<file path="src/rtl/rom_loader_if.sv">
// Download/SDRAM-write bus between hps_io, rom_loader and the SDRAM write port.
// master: download source and SDRAM acknowledge side; slave: the loader.
interface rom_loader_if #(
  parameter int ADDR_W = 22
);
  logic              ioctl_download;
  logic [7:0]        ioctl_index;
  logic              ioctl_wr;
  logic [24:0]       ioctl_addr;
  logic [7:0]        ioctl_dout;
  logic              ioctl_wait;
  logic [ADDR_W-1:0] sd_waddr;
  logic [7:0]        sd_din;
  logic              sd_we;
  logic              sd_we_ack;

  modport master (
    output ioctl_download, ioctl_index, ioctl_wr, ioctl_addr, ioctl_dout, sd_we_ack,
    input  ioctl_wait, sd_waddr, sd_din, sd_we
  );

  modport slave (
    input  ioctl_download, ioctl_index, ioctl_wr, ioctl_addr, ioctl_dout, sd_we_ack,
    output ioctl_wait, sd_waddr, sd_din, sd_we
  );
endinterface

</file>
<file path="src/rtl/rom_loader.sv">
// ROM loader: turns the ioctl byte stream into toggle-handshake SDRAM writes,
// stalls hps_io while a write is outstanding, and at end of download reports
// copier-header presence, read base and a power-of-two cartridge address mask.
module rom_loader #(
  parameter int ADDR_W    = 22,
  parameter int HDR_BYTES = 512,
  parameter int GG_INDEX  = 2
) (
  input  logic              clk_sys,
  input  logic              reset,
  rom_loader_if.slave       bus,
  output logic [ADDR_W-1:0] cart_mask,
  output logic [ADDR_W-1:0] rom_base,
  output logic              hdr_present,
  output logic              gg,
  output logic              load_done
);

  localparam int                HB      = $clog2(HDR_BYTES);
  localparam logic [25:0]       LEN_MAX = 26'd1 << ADDR_W;
  localparam logic [ADDR_W-1:0] HDR_VAL = ADDR_W'(HDR_BYTES);
  localparam logic [ADDR_W+1:0] ONE     = (ADDR_W+2)'(1);

  typedef enum logic [1:0] {IDLE, RECV, WRITE, FINISH} state_t;

  state_t              state, state_nxt;
  logic                dl_prev;
  logic                tog_pend;
  logic [24:0]         addr_q;
  logic [ADDR_W:0]     len;
  logic                ack_eq;
  logic                accept;
  logic                do_toggle;
  logic                wr_done;
  logic                hdr_f;
  logic [ADDR_W-1:0]   base_f;
  logic signed [ADDR_W+1:0] eff_f;
  logic                unused_idx;

  assign ack_eq     = (bus.sd_we == bus.sd_we_ack);
  assign unused_idx = &{1'b0, bus.ioctl_index[7:5]};

  // Byte count from the last written address; saturates at the full SDRAM span.
  function automatic logic [ADDR_W:0] sat_len(input logic [24:0] a);
    logic [25:0] n;
    n = {1'b0, a} + 26'd1;
    if (n > LEN_MAX) n = LEN_MAX;
    return n[ADDR_W:0];
  endfunction

  // Smear the MSB of a positive value downwards; zero or negative gives 0.
  function automatic logic [ADDR_W-1:0] smear_mask(input logic signed [ADDR_W+1:0] e);
    logic [ADDR_W-1:0] m;
    m = '0;
    if (e > 0) begin
      m[ADDR_W-1] = e[ADDR_W-1];
      for (int i = ADDR_W - 2; i >= 0; i--) m[i] = m[i+1] | e[i];
    end
    return m;
  endfunction

  // State register.
  always_ff @(posedge clk_sys) begin
    if (reset) state <= IDLE;
    else       state <= state_nxt;
  end

  // Next state and per-cycle handshake strobes.
  always_comb begin
    state_nxt = state;
    accept    = 1'b0;
    do_toggle = 1'b0;
    wr_done   = 1'b0;
    case (state)
      IDLE: begin
        if (bus.ioctl_download && !dl_prev) state_nxt = RECV;
      end
      RECV: begin
        if (!bus.ioctl_download) begin
          state_nxt = FINISH;
        end else if (bus.ioctl_wr && !bus.ioctl_wait) begin
          accept    = 1'b1;
          do_toggle = ack_eq;
          state_nxt = WRITE;
        end
      end
      WRITE: begin
        // A byte accepted while the previous toggle was still unpaired is
        // toggled here once the acknowledge catches up.
        if (tog_pend) begin
          do_toggle = ack_eq;
        end else if (ack_eq) begin
          wr_done   = 1'b1;
          state_nxt = RECV;
        end
      end
      default: state_nxt = IDLE;
    endcase
  end

  // Stall, pending-toggle and done-pulse control; download level history.
  always_ff @(posedge clk_sys) begin
    dl_prev <= bus.ioctl_download;
    if (reset) begin
      bus.ioctl_wait <= 1'b0;
      tog_pend       <= 1'b0;
      load_done      <= 1'b0;
    end else begin
      load_done <= (state == FINISH);
      if (accept)         bus.ioctl_wait <= 1'b1;
      else if (wr_done)   bus.ioctl_wait <= 1'b0;
      if (accept)         tog_pend <= !ack_eq;
      else if (do_toggle) tog_pend <= 1'b0;
    end
  end

  // Write request toggle; never reset so an in-flight request stays paired.
  always_ff @(posedge clk_sys) begin
    if (do_toggle) bus.sd_we <= ~bus.sd_we;
  end

  // Captured address and running byte count, cleared while idle.
  always_ff @(posedge clk_sys) begin
    if (state == IDLE) begin
      addr_q <= '0;
      len    <= '0;
    end else begin
      if (accept)  addr_q <= bus.ioctl_addr;
      if (wr_done) len    <= sat_len(addr_q);
    end
  end

  // Cartridge geometry derived from the final byte count.
  always_comb begin
    hdr_f  = len[HB] && (len[HB-1:0] == '0);
    base_f = hdr_f ? HDR_VAL : '0;
    eff_f  = $signed({1'b0, len}) - $signed({2'b00, base_f}) - $signed(ONE);
  end

  // Write data/address latch, media type, and geometry outputs.
  always_ff @(posedge clk_sys) begin
    if (reset) begin
      bus.sd_waddr <= '0;
      bus.sd_din   <= '0;
      gg           <= 1'b0;
      cart_mask    <= '0;
      rom_base     <= '0;
      hdr_present  <= 1'b0;
    end else begin
      if (accept) begin
        bus.sd_waddr <= bus.ioctl_addr[ADDR_W-1:0];
        bus.sd_din   <= bus.ioctl_dout;
        if (bus.ioctl_addr == '0) gg <= (bus.ioctl_index[4:0] == 5'(GG_INDEX));
      end
      if (state == FINISH) begin
        hdr_present <= hdr_f;
        rom_base    <= base_f;
        cart_mask   <= smear_mask(eff_f);
      end
    end
  end

endmodule

</file>
<file path="src/flat_wrapper.sv">
// flat-port wrapper written by rule: the top's interface ports become plain ports
module rom_loader_flat 
#(
  parameter int ADDR_W    = 22,
  parameter int HDR_BYTES = 512,
  parameter int GG_INDEX  = 2
)
  (clk_sys, reset, cart_mask, rom_base, hdr_present, gg, load_done, bus_ioctl_download, bus_ioctl_index, bus_ioctl_wr, bus_ioctl_addr, bus_ioctl_dout, bus_sd_we_ack, bus_ioctl_wait, bus_sd_waddr, bus_sd_din, bus_sd_we);
  rom_loader_if #(.ADDR_W(ADDR_W)) bus_i ();
  input  logic clk_sys;
  input  logic reset;
  output logic [ADDR_W-1:0] cart_mask;
  output logic [ADDR_W-1:0] rom_base;
  output logic hdr_present;
  output logic gg;
  output logic load_done;
  input wire logic [$bits(bus_i.ioctl_download)-1:0] bus_ioctl_download;
  input wire logic [$bits(bus_i.ioctl_index)-1:0] bus_ioctl_index;
  input wire logic [$bits(bus_i.ioctl_wr)-1:0] bus_ioctl_wr;
  input wire logic [$bits(bus_i.ioctl_addr)-1:0] bus_ioctl_addr;
  input wire logic [$bits(bus_i.ioctl_dout)-1:0] bus_ioctl_dout;
  input wire logic [$bits(bus_i.sd_we_ack)-1:0] bus_sd_we_ack;
  output wire logic [$bits(bus_i.ioctl_wait)-1:0] bus_ioctl_wait;
  output wire logic [$bits(bus_i.sd_waddr)-1:0] bus_sd_waddr;
  output wire logic [$bits(bus_i.sd_din)-1:0] bus_sd_din;
  output wire logic [$bits(bus_i.sd_we)-1:0] bus_sd_we;
  assign bus_i.ioctl_download = bus_ioctl_download;
  assign bus_i.ioctl_index = bus_ioctl_index;
  assign bus_i.ioctl_wr = bus_ioctl_wr;
  assign bus_i.ioctl_addr = bus_ioctl_addr;
  assign bus_i.ioctl_dout = bus_ioctl_dout;
  assign bus_i.sd_we_ack = bus_sd_we_ack;
  assign bus_ioctl_wait = bus_i.ioctl_wait;
  assign bus_sd_waddr = bus_i.sd_waddr;
  assign bus_sd_din = bus_i.sd_din;
  assign bus_sd_we = bus_i.sd_we;
  rom_loader #(.ADDR_W(ADDR_W), .HDR_BYTES(HDR_BYTES), .GG_INDEX(GG_INDEX)) u_core (.clk_sys(clk_sys), .reset(reset), .bus(bus_i), .cart_mask(cart_mask), .rom_base(rom_base), .hdr_present(hdr_present), .gg(gg), .load_done(load_done));
endmodule
</file>
<file path="config.mk">
export PLATFORM = sky130hd
export DESIGN_NAME = rom_loader_flat
export DESIGN_NICKNAME = d
export VERILOG_FILES = /design/src/rtl/rom_loader_if.sv /design/src/rtl/rom_loader.sv /design/src/flat_wrapper.sv
export SDC_FILE = /design/constraint.sdc
export NUM_CORES = 1
export LEC_CHECK = 0
export BUFFER_PORTS_ARGS = -buffer_cell sky130_fd_sc_hd__buf_2
export CAP_MARGIN = 20
export CORE_AREA = 2 2 92 130
export DETAILED_ROUTE_END_ITERATION = 6
export DIE_AREA = 0 0 94 132
export PLACE_DENSITY_LB_ADDON = 0.12
export SLEW_MARGIN = 25
export SYNTH_ARGS = -nofsm -noshare
export SYNTH_HDL_FRONTEND = slang
export SYNTH_SLANG_ARGS = --single-unit
</file>
<file path="constraint.sdc">
create_clock -name clk_sys -period 3.9 [get_ports clk_sys]
set_clock_uncertainty 0.2 [all_clocks]
set_input_delay 0.39 -clock clk_sys [delete_from_list [all_inputs] [get_ports clk_sys]]
set_output_delay 0.39 -clock clk_sys [all_outputs]
set_load 0.005 [all_outputs]
</file>
==> results.json, run 1 <==
{
  "crit_arrival_ns": 3.33,
  "share_comb_of_total_power_pct": 15.9,
  "r2r_setup_slack_ns": 0.61,
  "worst_hold_startpoint": "bus_ioctl_dout[1]",
  "synth_flop_cell": "dfxtp_1",
  "worst-slew-pin-transition_ns": 0.782,
  "ant_nets": 0,
  "area_growth_pct": 14.1,
  "synth.lib_cells_used.distinct": 69,
  "drt_iter0_drc": 185,
  "post_cts_gate_resize_count": 0,
  "cp_data_required_time_ns": 3.93,
  "antenna_found_initial": 0,
  "hold_path_depth": 3,
  "synth-edff-count": 1,
  "dp.final_hpwl_mm": 9.91,
  "clkPwrFrac_pct": 35.0,
  "gp_routability_congestion": 0.835,
  "grt_first_pass_wirelength_mm": 21.3,
  "switching_fraction_pct": 29.0,
  "insertedDiodeCount": 0,
  "grtUsageTotal_pct": 20.9,
  "fp-row-count": 46,
  "synth_seq_area_share_pct": 40.6,
  "worst_setup_hold_path_clk_slew_ns": 0.07,
  "cts_tree": "done",
  "vias_in_the_first_global_route": 4580,
  "leakagePower_nw": 2.48,
  "wirelength_mm": 12.8,
  "coreArea_sq_um": 11200,
  "power.density_cell_area_nw_per_um2": 394,
  "maxClockFrequency_mhz": 304,
  "async_flop_share_pct": 0,
  "final_number_of_setup_violating_endpoints": 0,
  "synth_area_leader_cell": "dfxtp_1",
  "min_to": "u_core.bus.sd_din[1]$_SDFFE_PP0P_",
  "max-clock-path-buffers": 2,
  "final.min_clock_period_ns": 3.29,
  "worstSetupEndpointType": "flip-flop",
  "dr.pass1.iters": 6,
  "r2r.worst_path.cells": 9,
  "run_status": "completed",
  "report.final.slew_viol_count": 0,
  "fp.dieArea_sq_um": 12400,
  "finalNetCount": 807,
  "power.net_switching_mw": 0.704,
  "internal_power_mw": 1.72,
  "drive_above_1_share_pct": 18.5,
  "layout_worst_path_cycle_share_pct": 84.4,
  "number_of_buffers_inserted_during_clock_tree_synthesis": 9,
  "vias_per_inst": 5.31,
  "detailroute.via_count": 4787,
  "timing.slew.headroom_pct": 47.9,
  "max_cap_viol_count": 0,
  "class_of_the_most_critical_setup_path": "flip-flop to flip-flop",
  "mean_instance_size_in_the_synthesized_netlist_sq_um": 7.98,
  "max-vdd-ir-drop_uv": 268,
  "crit_start": "u_core.len[0]$_SDFFE_PP0P_",
  "critical_path.reg2reg.startpoint": "u_core.len[0]$_SDFFE_PP0P_",
  "cts.htree.levels": 3,
  "synthesis.area_sq_um": 5390,
  "die_h_um": 132,
  "cts.root.buffer_cell": "clkbuf_16",
  "netlist_instances": 676,
  "start_util_pct": 48.1,
  "worst_hold_path_type": "input pin to flip-flop",
  "critical_path.max_fanout": 14,
  "hold_violations": 0,
  "die_w_um": 94,
  "critPathLaunchType": "flip-flop",
  "ioPinCount": 125,
  "ys_warn_count": 0,
  "gr-total-overflow": 0,
  "timing.hold.ws_ns": 0.0767,
  "maximum_number_of_pins_on_one_net_before_global_route_repair": 56,
  "synth.ff_latch_count": 109,
  "setup_tns_ns": 0,
  "rsz0062_at_grt": "no",
  "synth_top_area_share_pct": 40.1,
  "synthTopCellsByArea": "dfxtp_1 (40%), nand2_1 (10%), a21oi_1 (6.5%)",
  "worstSkewPairLatency_ns": 0.34,
  "remaining_drc_errors": 0,
  "cts_sinks": 109,
  "drt-wirelength-per-cell_um": 14.2,
  "power_frac_seq_pct": 49.1,
  "regToRegEndpoint": "u_core.cart_mask[11]$_SDFFE_PP0P_",
  "buffer_ports.inserted": 100
}
==> cell type report <==
type / count / area, sq um
flip-flops and latches: 109 / 2190
inverters: 12 / 45.0
fillers: 1123 / 5070
clock buffers: 10 / 229
repair buffers: 106 / 548
clock inverters: 6 / 45.0
well taps: 144 / 180
multi-input cells: 515 / 2910
==> timing repair <==
action / CTS / global route
hold buffers: 1 / 0
endpoints found under the setup margin: 0 / 0
hold endpoints to repair: 1 / 0
setup buffers: 0 / 0
==> per-layer routing <==
layer,track usage (%),share of wire [%],up-vias
li1,-,-,2453
met1,23.8,41,2197
met2,38.3,53,114
met3,3.49,4.0,23
met4,7.49,2.1,0
met5,0,0,-
==> sequential cells by signal, indices dropped and copies added (netlist names) <==
signal,count
u_core.bus.ioctl_wait,1
u_core.len,23
u_core.bus.sd_din,8
u_core.state,2
u_core.dl_prev,1
u_core.gg,1
u_core.rom_base,1
u_core.tog_pend,1
u_core.bus.sd_we,1
u_core.bus.sd_waddr,22
u_core.load_done,1
u_core.cart_mask,22
u_core.addr_q,25
==> cell usage after synthesis (9+ instances only) <==
master,number
dfxtp_1,108
clkbuf_1,32
o21ai_0,35
nand3_1,20
buf_4,22
inv_1,12
a21oi_1,70
a22o_1,10
xnor2_1,28
nor3_1,17
nand4_1,9
xor2_1,10
nand2_1,145
nor2_1,37
==> cell families after synthesis <==
group                    synth area share [%]
multiplexers                            0.742
other                                  0.0695
flip-flops                               40.6
buffers and inverters                    6.77
adder cells (fa/ha/maj)                  1.86
AO/OA/AOI/OAI                            18.2
AND/OR/NAND/NOR                          25.6
XOR/XNOR                                 6.17
==> worst max-delay path by stage <==
stage / to / slack [ns] / depth (start not counted)
6_report: u_core.cart_mask[11]$_SDFFE_PP0P_ / 0.61 / 9
5_1_grt: u_core.cart_mask[11]$_SDFFE_PP0P_ / 0.23 / 8
3_5_place_dp: u_core.cart_mask[11]$_SDFFE_PP0P_ / 0.64 / 9
4_1_cts: u_core.cart_mask[11]$_SDFFE_PP0P_ / 0.60 / 8
3_3_place_gp: u_core.cart_mask[1]$_SDFFE_PP0P_ / 0.72 / 9
2_1_floorplan: u_core.cart_mask[1]$_SDFFE_PP0P_ / 1.05 / 9
==> per-stage QoR <==
step	power (mW)	instance area, sq um	cells	util (%)	worst slack, ns
2_1_floorplan	1.49	5470	696	-	1.05
3_3_place_gp	1.59	5870	885	52.3	0.719
3_5_place_dp	1.60	5870	885	52.3	0.644
4_1_cts	2.46	6150	902	54.8	0.602
5_1_grt	2.55	6150	902	54.8	0.228
6_report	2.43	6150	902	54.8	0.609
==> critical path: stages (launching register included) <==
cell and delay (ns):
dfxtp_1 0.38, inv_1 0.10, ha_1 0.46, nand3_1 0.21, a221oi_1 0.66, mux2i_1 0.38
o21a_1 0.30, and3b_1 0.23, nand2_1 0.06, a22o_1 0.20
==> power by group through the flow <==
stage / Clock [mW] / Combinational (mW) / Sequential (mW)
3_5_place_dp: 0 / 0.387 / 1.22
6_report: 0.850 / 0.385 / 1.19
5_1_grt: 0.913 / 0.436 / 1.20
2_1_floorplan: 0 / 0.280 / 1.21
4_1_cts: 0.875 / 0.389 / 1.19
3_3_place_gp: 0 / 0.377 / 1.21
==> cells in the final DEF, fill, tap and decap left out, drive strengths merged, types with 8 or more instances in the layout <==
| cell | n |
|---|---|
| clkbuf | 10 |
| xnor2 | 28 |
| conb | 21 |
| nand2b | 8 |
| a21oi | 71 |
| nand2 | 145 |
| inv | 15 |
| o21ai | 36 |
| dfxtp | 108 |
| nor4 | 9 |
| nand4 | 11 |
| buf | 105 |
| nor2 | 38 |
| xor2 | 10 |
| and3 | 8 |
| a22o | 10 |
| nand3 | 20 |
| ha | 8 |
| nor3 | 19 |
(Power assumes the default switching activity.)
==> run 2, diff against run 1 <==
--- a/config.mk
+++ b/config.mk
@@ -5,11 +5,12 @@
 export SDC_FILE = /design/constraint.sdc
 export NUM_CORES = 1
 export LEC_CHECK = 0
+export ABC_AREA = 1
 export BUFFER_PORTS_ARGS = -buffer_cell sky130_fd_sc_hd__buf_2
 export CAP_MARGIN = 20
-export CORE_AREA = 2 2 92 130
+export CORE_AREA = 2 2 95 133
 export DETAILED_ROUTE_END_ITERATION = 6
-export DIE_AREA = 0 0 94 132
+export DIE_AREA = 0 0 97 135
 export PLACE_DENSITY_LB_ADDON = 0.12
 export SLEW_MARGIN = 25
 export SYNTH_ARGS = -nofsm -noshare
==> constraint.sdc (replaced) <==
create_clock -name clk_sys -period 3.1 [get_ports clk_sys]
set_clock_uncertainty 0.2 [all_clocks]
set_input_delay 0.31 -clock clk_sys [delete_from_list [all_inputs] [get_ports clk_sys]]
set_output_delay 0.31 -clock clk_sys [all_outputs]
set_load 0.005 [all_outputs]
==> run 2 against run 1 <==
Clock power grew 41%. First-iteration DRC count shrank 7.0%. Sequential power grew 34%. Sequential share of layout area shrank 3.2 points. Hold slack lost 0.066 ns. Routed wire length grew 7.4%. Fmax grew 13%. Critical path type unchanged. Critical endpoint is now u_core.len[2]$_SDFFE_PP0P_.
==> results.json, run 2 <==
{
  "internal_power_mw": 2.63,
  "gr-total-overflow": 0,
  "report.final.slew_viol_count": 0,
  "worstSetupEndpointType": "flip-flop",
  "buffer_ports.inserted": 100,
  "worst_hold_path_type": "input pin to flip-flop",
  "r2r.worst_path.cells": 18,
  "synth.cells.most_frequent": "nand2_1 (194), dfxtp_1 (108), a21oi_1 (78), nor2_1 (72), inv_1 (64)",
  "worst_setup_hold_path_clk_slew_ns": 0.08,
  "wirelength_mm": 13.7,
  "die_h_um": 135,
  "final.min_clock_period_ns": 2.92,
  "run_status": "completed",
  "class_of_the_most_critical_setup_path": "flip-flop to flip-flop",
  "ys_warn_count": 0,
  "vias_per_inst": 5.07,
  "power.density_cell_area_nw_per_um2": 605,
  "critPathLaunchType": "flip-flop",
  "critical_path.max_fanout": 7,
  "grtUsageTotal_pct": 20.4,
  "synthTopCellsByArea": "dfxtp_1 (38%), nand2_1 (13%), a21oi_1 (6.9%)",
  "remaining_drc_errors": 0,
  "timing.hold.ws_ns": 0.0106,
  "share_comb_of_total_power_pct": 31.8,
  "setup.worst_path.end": "u_core.len[2]$_SDFFE_PP0P_",
  "critical_path.reg2reg.startpoint": "u_core.addr_q[0]$_SDFFE_PP0P_",
  "area_growth_pct": 19.2,
  "synth.ff_latch_count": 109,
  "r2r_setup_slack_ns": 0.18,
  "gp_routability_congestion": 0.957,
  "timing.slew.headroom_pct": 55.2,
  "dr.pass1.iters": 6,
  "mean_instance_size_in_the_synthesized_netlist_sq_um": 7.27,
  "netlist_instances": 781,
  "biggestRegsByFlops": "u_core.addr_q (25), u_core.len (23)",
  "switching_fraction_pct": 35.9,
  "start_util_pct": 48.1,
  "synth.most_common_cell": "nand2_1",
  "synthesis.area_sq_um": 5680,
  "insertedDiodeCount": 0,
  "dp.final_hpwl_mm": 10.5,
  "maxClockFrequency_mhz": 343,
  "utilization_pct": 57.3,
  "detailroute.via_count": 5254,
  "cts.root.buffer_cell": "clkbuf_16",
  "maximum_number_of_pins_on_one_net_before_global_route_repair": 60,
  "max-clock-path-buffers": 2,
  "ioPinCount": 125,
  "final_number_of_setup_violating_endpoints": 0,
  "coreArea_sq_um": 11800,
  "clkPwrFrac_pct": 29.3,
  "fp.dieArea_sq_um": 13100,
  "async_flop_share_pct": 0,
  "synth-edff-count": 1,
  "die_w_um": 97,
  "max_cap_viol_count": 0,
  "power.net_switching_mw": 1.47,
  "ant_nets": 0,
  "fp-row-count": 47,
  "power_frac_seq_pct": 38.9,
  "hold_violations": 0,
  "register_with_the_highest_flop_count": "u_core.addr_q",
  "layout_worst_path_cycle_share_pct": 94.1,
  "max-vdd-ir-drop_uv": 307,
  "grt_first_pass_wirelength_mm": 22.0,
  "crit_arrival_ns": 3.00,
  "worstSkewPairLatency_ns": 0.35,
  "cts.htree.levels": 3,
  "number_of_buffers_inserted_during_clock_tree_synthesis": 9,
  "synth.lib_cells_used.distinct": 44,
  "leakagePower_nw": 2.95,
  "crit_start": "u_core.addr_q[0]$_SDFFE_PP0P_",
  "cts_sinks": 109,
  "antenna_found_initial": 0,
  "final_common_cell": "nand2_1",
  "p_total_mw": 4.10,
  "largest_register_ff_count": 25,
  "worst-slew-pin-transition_ns": 0.672,
  "synth_area_leader_cell": "dfxtp_1",
  "cts_tree": "done",
  "drt-wirelength-per-cell_um": 13.3,
  "cp_data_required_time_ns": 3.19,
  "finalNetCount": 938,
  "synth_seq_area_share_pct": 38.6,
  "drive_above_1_share_pct": 23.7,
  "synth_flop_cell": "dfxtp_1",
  "synth_top_area_share_pct": 38.1,
  "drt_iter0_drc": 172,
  "regToRegEndpoint": "u_core.len[2]$_SDFFE_PP0P_",
  "mostFrequentLayoutCells": "nand2_1 (194), dfxtp_1 (106), buf_2 (100), a21oi_1 (78), nor2_1 (67)",
  "vias_in_the_first_global_route": 4870
}
[run 2: worst min-delay path by stage]
stage / startpoint / to / slack [ns] / cells past startpoint
final: bus_ioctl_dout[4] / u_core.bus.sd_din[4]$_SDFFE_PP0P_ / 0.01 / 3
after global routing: bus_ioctl_dout[4] / u_core.bus.sd_din[4]$_SDFFE_PP0P_ / 0.009 / 3
after CTS: bus_ioctl_dout[4] / u_core.bus.sd_din[4]$_SDFFE_PP0P_ / 0.002 / 3
after detailed placement: bus_ioctl_download / u_core.dl_prev$_DFF_P_ / 0.25 / 1
after global placement: bus_ioctl_download / u_core.dl_prev$_DFF_P_ / 0.24 / 1
after floorplan: bus_ioctl_download / u_core.dl_prev$_DFF_P_ / 0.14 / 0
[run 2: worst max-delay path: stages (launching register included)]
cell and delay, ns:
dfxtp_4 0.37, ha_4 0.14, nand2_2 0.06, inv_2 0.08, nand3_4 0.08, inv_2 0.07, nand3_4 0.08, nor3_4 0.26
inv_2 0.08, nor2_4 0.14, nand3_2 0.10, xnor2_2 0.17, nor4_2 0.23, nand4_1 0.14, nand2_2 0.15, buf_12 0.13
buf_12 0.10, nand2_1 0.11, a21oi_1 0.13
[run 2: kinds of logic (layout without fill, tap and decap cells)]
family                   after synthesis  in the layout  share of synthesized area (%)
adder cells (fa/ha/maj)                8              8                           1.76
buffers and inverters                125            213                           10.2
AO/OA/AOI/OAI                        123            123                           12.2
flip-flops                           109            109                           38.6
other                                  1             21                         0.0660
XOR/XNOR                              33             33                           5.09
AND/OR/NAND/NOR                      382            382                           32.2
[run 2: repair_timing]
item,CTS,global route
hold endpoints to repair,8,0
resized for setup,0,19
setup endpoints to repair,0,38
setup buffers,0,7
hold buffers,8,0
[run 2: area by class of cell]
class | instances | area [sq um]
flip-flops and latches | 109 | 2200
clock inverters | 6 | 75.1
multi-input cells | 567 | 3060
clock buffers | 10 | 239
inverters | 74 | 278
fillers | 1118 | 5040
well taps | 147 | 184
repair buffers | 123 | 736
[run 2: power by group through the flow]
stage               Combinational, mW  Clock [mW]  Sequential [mW]
floorplan                       0.928           0             1.62
global placement                 1.18           0             1.62
detailed placement               1.21           0             1.63
CTS                              1.22        1.23             1.59
global route                     1.45        1.28             1.61
finish                           1.30        1.20             1.60
[run 2: through the flow]
step	cell area (sq um)	TNS, ns	instances	setup WS, ns
after global routing	6780	-0.0232	1036	-0.0160
after floorplan	5760	0	801	0.612
after CTS	6610	0	1028	0.0994
final	6780	0	1036	0.184
after detailed placement	6210	0	1004	0.125
after global placement	6210	0	1004	0.212
[run 2: layer usage]
metal  up-vias  wire length (um)  track usage (%)
met4         0               503             9.55
met2       172              7210             38.9
met1      2345              5480             21.9
li1       2700                 -                -
met5         -                 0                0
met3        37               538             3.16
==> run 3, diff against run 2 <==
--- a/config.mk
+++ b/config.mk
@@ -8,9 +8,9 @@
 export ABC_AREA = 1
 export BUFFER_PORTS_ARGS = -buffer_cell sky130_fd_sc_hd__buf_2
 export CAP_MARGIN = 20
-export CORE_AREA = 2 2 95 133
+export CORE_AREA = 2 2 143 89
 export DETAILED_ROUTE_END_ITERATION = 6
-export DIE_AREA = 0 0 97 135
+export DIE_AREA = 0 0 145 91
 export PLACE_DENSITY_LB_ADDON = 0.12
 export SLEW_MARGIN = 25
 export SYNTH_ARGS = -nofsm -noshare
==> run 3 against run 2 <==
Global-route usage grew 3.5 points. Routed wire length increased by 12%. First-iteration DRC count rose by 95%. Sequential cell count unchanged. Critical path type unchanged. Fmax fell by 0.56%. Sequential power hardly changed. Die area is 0.76% higher.
==> results.json, run 3 (same netlist as run 2, synthesis figures left out) <==
{
  "insertedDiodeCount": 0,
  "worstSkewPairLatency_ns": 0.35,
  "grt_first_pass_wirelength_mm": 25.4,
  "layout_setup_ws_ns": 0.168,
  "cpPeakStageDelay_ns": 0.35,
  "fp.dieArea_sq_um": 13200,
  "p_total_mw": 4.07,
  "max-vdd-ir-drop_uv": 384,
  "die_h_um": 91,
  "drt_iter0_drc": 335,
  "setup_tns_ns": 0,
  "worstSetupEndpointType": "flip-flop",
  "post_dp_cell_area_sq_um": 6310,
  "coreArea_sq_um": 11800,
  "maximum_number_of_pins_on_one_net_before_global_route_repair": 60,
  "worst_hold_startpoint": "bus_ioctl_index[0]",
  "gp_routability_congestion": 0.917,
  "timing.slew.headroom_pct": 51.5,
  "maxUsedRoutingLayer": "met4",
  "cts_sinks": 109,
  "critical_path.reg2reg.startpoint": "u_core.len[1]$_SDFFE_PP0P_",
  "vias_per_inst": 5.09,
  "ioPinCount": 125,
  "worst_setup_hold_path_clk_slew_ns": 0.08,
  "wirelength_mm": 15.4,
  "leakagePower_nw": 2.95,
  "largest_register_ff_count": 25,
  "ant_nets": 0,
  "maxClockFrequency_mhz": 341,
  "max_cap_viol_count": 0,
  "finalNetCount": 941,
  "wl_met1_mm": 8.10,
  "metal3_wl_mm": 1.10,
  "dr_wl_met2_mm": 6.08,
  "max-clock-path-buffers": 2,
  "layout_worst_path_cycle_share_pct": 94.6,
  "die_w_um": 145,
  "final_common_cell": "nand2_1",
  "drive_above_1_share_pct": 23.4,
  "min_to": "u_core.gg$_SDFFE_PP0P_",
  "timing.hold.ws_ns": 0.0209,
  "report.final.slew_viol_count": 0,
  "gr-total-overflow": 0,
  "cpLargestDelayFamily": "simple AND/OR/NAND/NOR gates",
  "hold_violations": 0,
  "buffer_ports.inserted": 100,
  "biggestRegsByFlops": "u_core.addr_q (25), u_core.len (23)",
  "dp.final_hpwl_mm": 11.8,
  "regToRegEndpoint": "u_core.cart_mask[0]$_SDFFE_PP0P_",
  "worst_hold_path_type": "input pin to flip-flop",
  "final_cell_count_no_fill": 1057,
  "critical_path.max_fanout": 4,
  "placement.setup.worst_slack_ns": 0.114,
  "grtUsageTotal_pct": 23.9,
  "fp-row-count": 31,
  "remaining_drc_errors": 0,
  "cts.htree.levels": 3,
  "cts_tree": "done",
  "register_area_sq_um": 2190,
  "critical_path.cell_chain": "inv_2, ha_1, nand2_1, nor2_4, nand2_2, a21oi_2, nand4_1, nand2_2, nand3_4, nor2_4, nand4_4, nor2_4, nand4_4, nor2_4, nand4_1, nand2_2, nand4_1, nand2_1, inv_1",
  "final.min_clock_period_ns": 2.93,
  "crit_slowest_cell": "dfxtp_1",
  "r2r_setup_slack_ns": 0.17,
  "worst-path-buf-inv": 2,
  "cts.root.buffer_cell": "clkbuf_16",
  "final_design_area_no_fill_sq_um": 6780,
  "critPathLaunchType": "flip-flop",
  "hold_path_depth": 3,
  "drt-wirelength-per-cell_um": 14.5,
  "final_number_of_setup_violating_endpoints": 0,
  "power.density_cell_area_nw_per_um2": 600,
  "number_of_buffers_inserted_during_clock_tree_synthesis": 9,
  "utilization_pct": 57.3,
  "worst-slew-pin-transition_ns": 0.727,
  "multi_input_area_sq_um": 3080,
  "path_common_cell": "nor2_4",
  "r2r.worst_path.cells": 19,
  "crit_arrival_ns": 2.99,
  "start_util_pct": 48.0,
  "fill_cells": 1122,
  "vias_in_the_first_global_route": 5085,
  "antenna_found_initial": 0,
  "register_with_the_highest_flop_count": "u_core.addr_q",
  "rsz0062_at_grt": "yes",
  "mostFrequentLayoutCells": "nand2_1 (192), dfxtp_1 (108), buf_2 (100), a21oi_1 (77), nor2_1 (70)",
  "class_of_the_most_critical_setup_path": "flip-flop to flip-flop",
  "dr.pass1.iters": 5,
  "placed_cells_incl_taps": 1032,
  "detailroute.via_count": 5385,
  "run_status": "completed",
  "area_growth_pct": 19.4,
  "cp_data_required_time_ns": 3.16
}
## run 3: cell types whose count changed in the layout (fill, tap and decap cells not counted), moves of 3 or more
cell | before | now
nor2_1 | 67 | 70
buf_4 | 12 | 16
nor2_2 | 11 | 5
nor2_4 | 6 | 9
## run 3: worst max-delay path by stage
stage / start / cells past startpoint / to
after detailed placement: u_core.len[0]$_SDFFE_PP0P_ / 19 / u_core.cart_mask[1]$_SDFFE_PP0P_
after floorplan: u_core.len[0]$_SDFFE_PP0P_ / 19 / u_core.cart_mask[0]$_SDFFE_PP0P_
after global routing: u_core.len[1]$_SDFFE_PP0P_ / 19 / u_core.cart_mask[1]$_SDFFE_PP0P_
after global placement: u_core.len[0]$_SDFFE_PP0P_ / 19 / u_core.cart_mask[1]$_SDFFE_PP0P_
final: u_core.len[1]$_SDFFE_PP0P_ / 19 / u_core.cart_mask[0]$_SDFFE_PP0P_
after CTS: u_core.len[0]$_SDFFE_PP0P_ / 19 / u_core.cart_mask[1]$_SDFFE_PP0P_
## run 3: per-layer routing
metal / vias up / global-route usage (%)
met5: - / 0
met4: 0 / 4.04
met3: 7 / 5.28
met2: 156 / 33.7
met1: 2509 / 37.1
li1: 2713 / -
## run 3: area by class of cell
type / instances / share of cell area (%)
Tap cell: 165 / 3.04
Inverter: 74 / 4.13
Multi-Input combinational cell: 567 / 45.4
Clock inverter: 6 / 0.922
Clock buffer: 10 / 3.38
Sequential cell: 109 / 32.3
Timing Repair Buffer: 126 / 10.8
## run 3: where the power goes
part           switching (mW)  internal [mW]  total (mW)
clock network           0.570          0.571        1.14
logic                   0.906          0.426        1.33
registers              0.0866           1.51        1.60
total                    1.56           2.51        4.07
## run 3: timing repair
action                                  in CTS  in global routing
hold endpoints to repair                     9                  0
hold buffers                                 9                  0
buffers inserted                             0                  0
resized for setup                            0                 22
endpoints found under the setup margin       0                 36
## run 3: worst min-delay path: stages
cell and delay [ns]:
buf_2 0.07, nand3b_1 0.09, a211oi_1 0.06
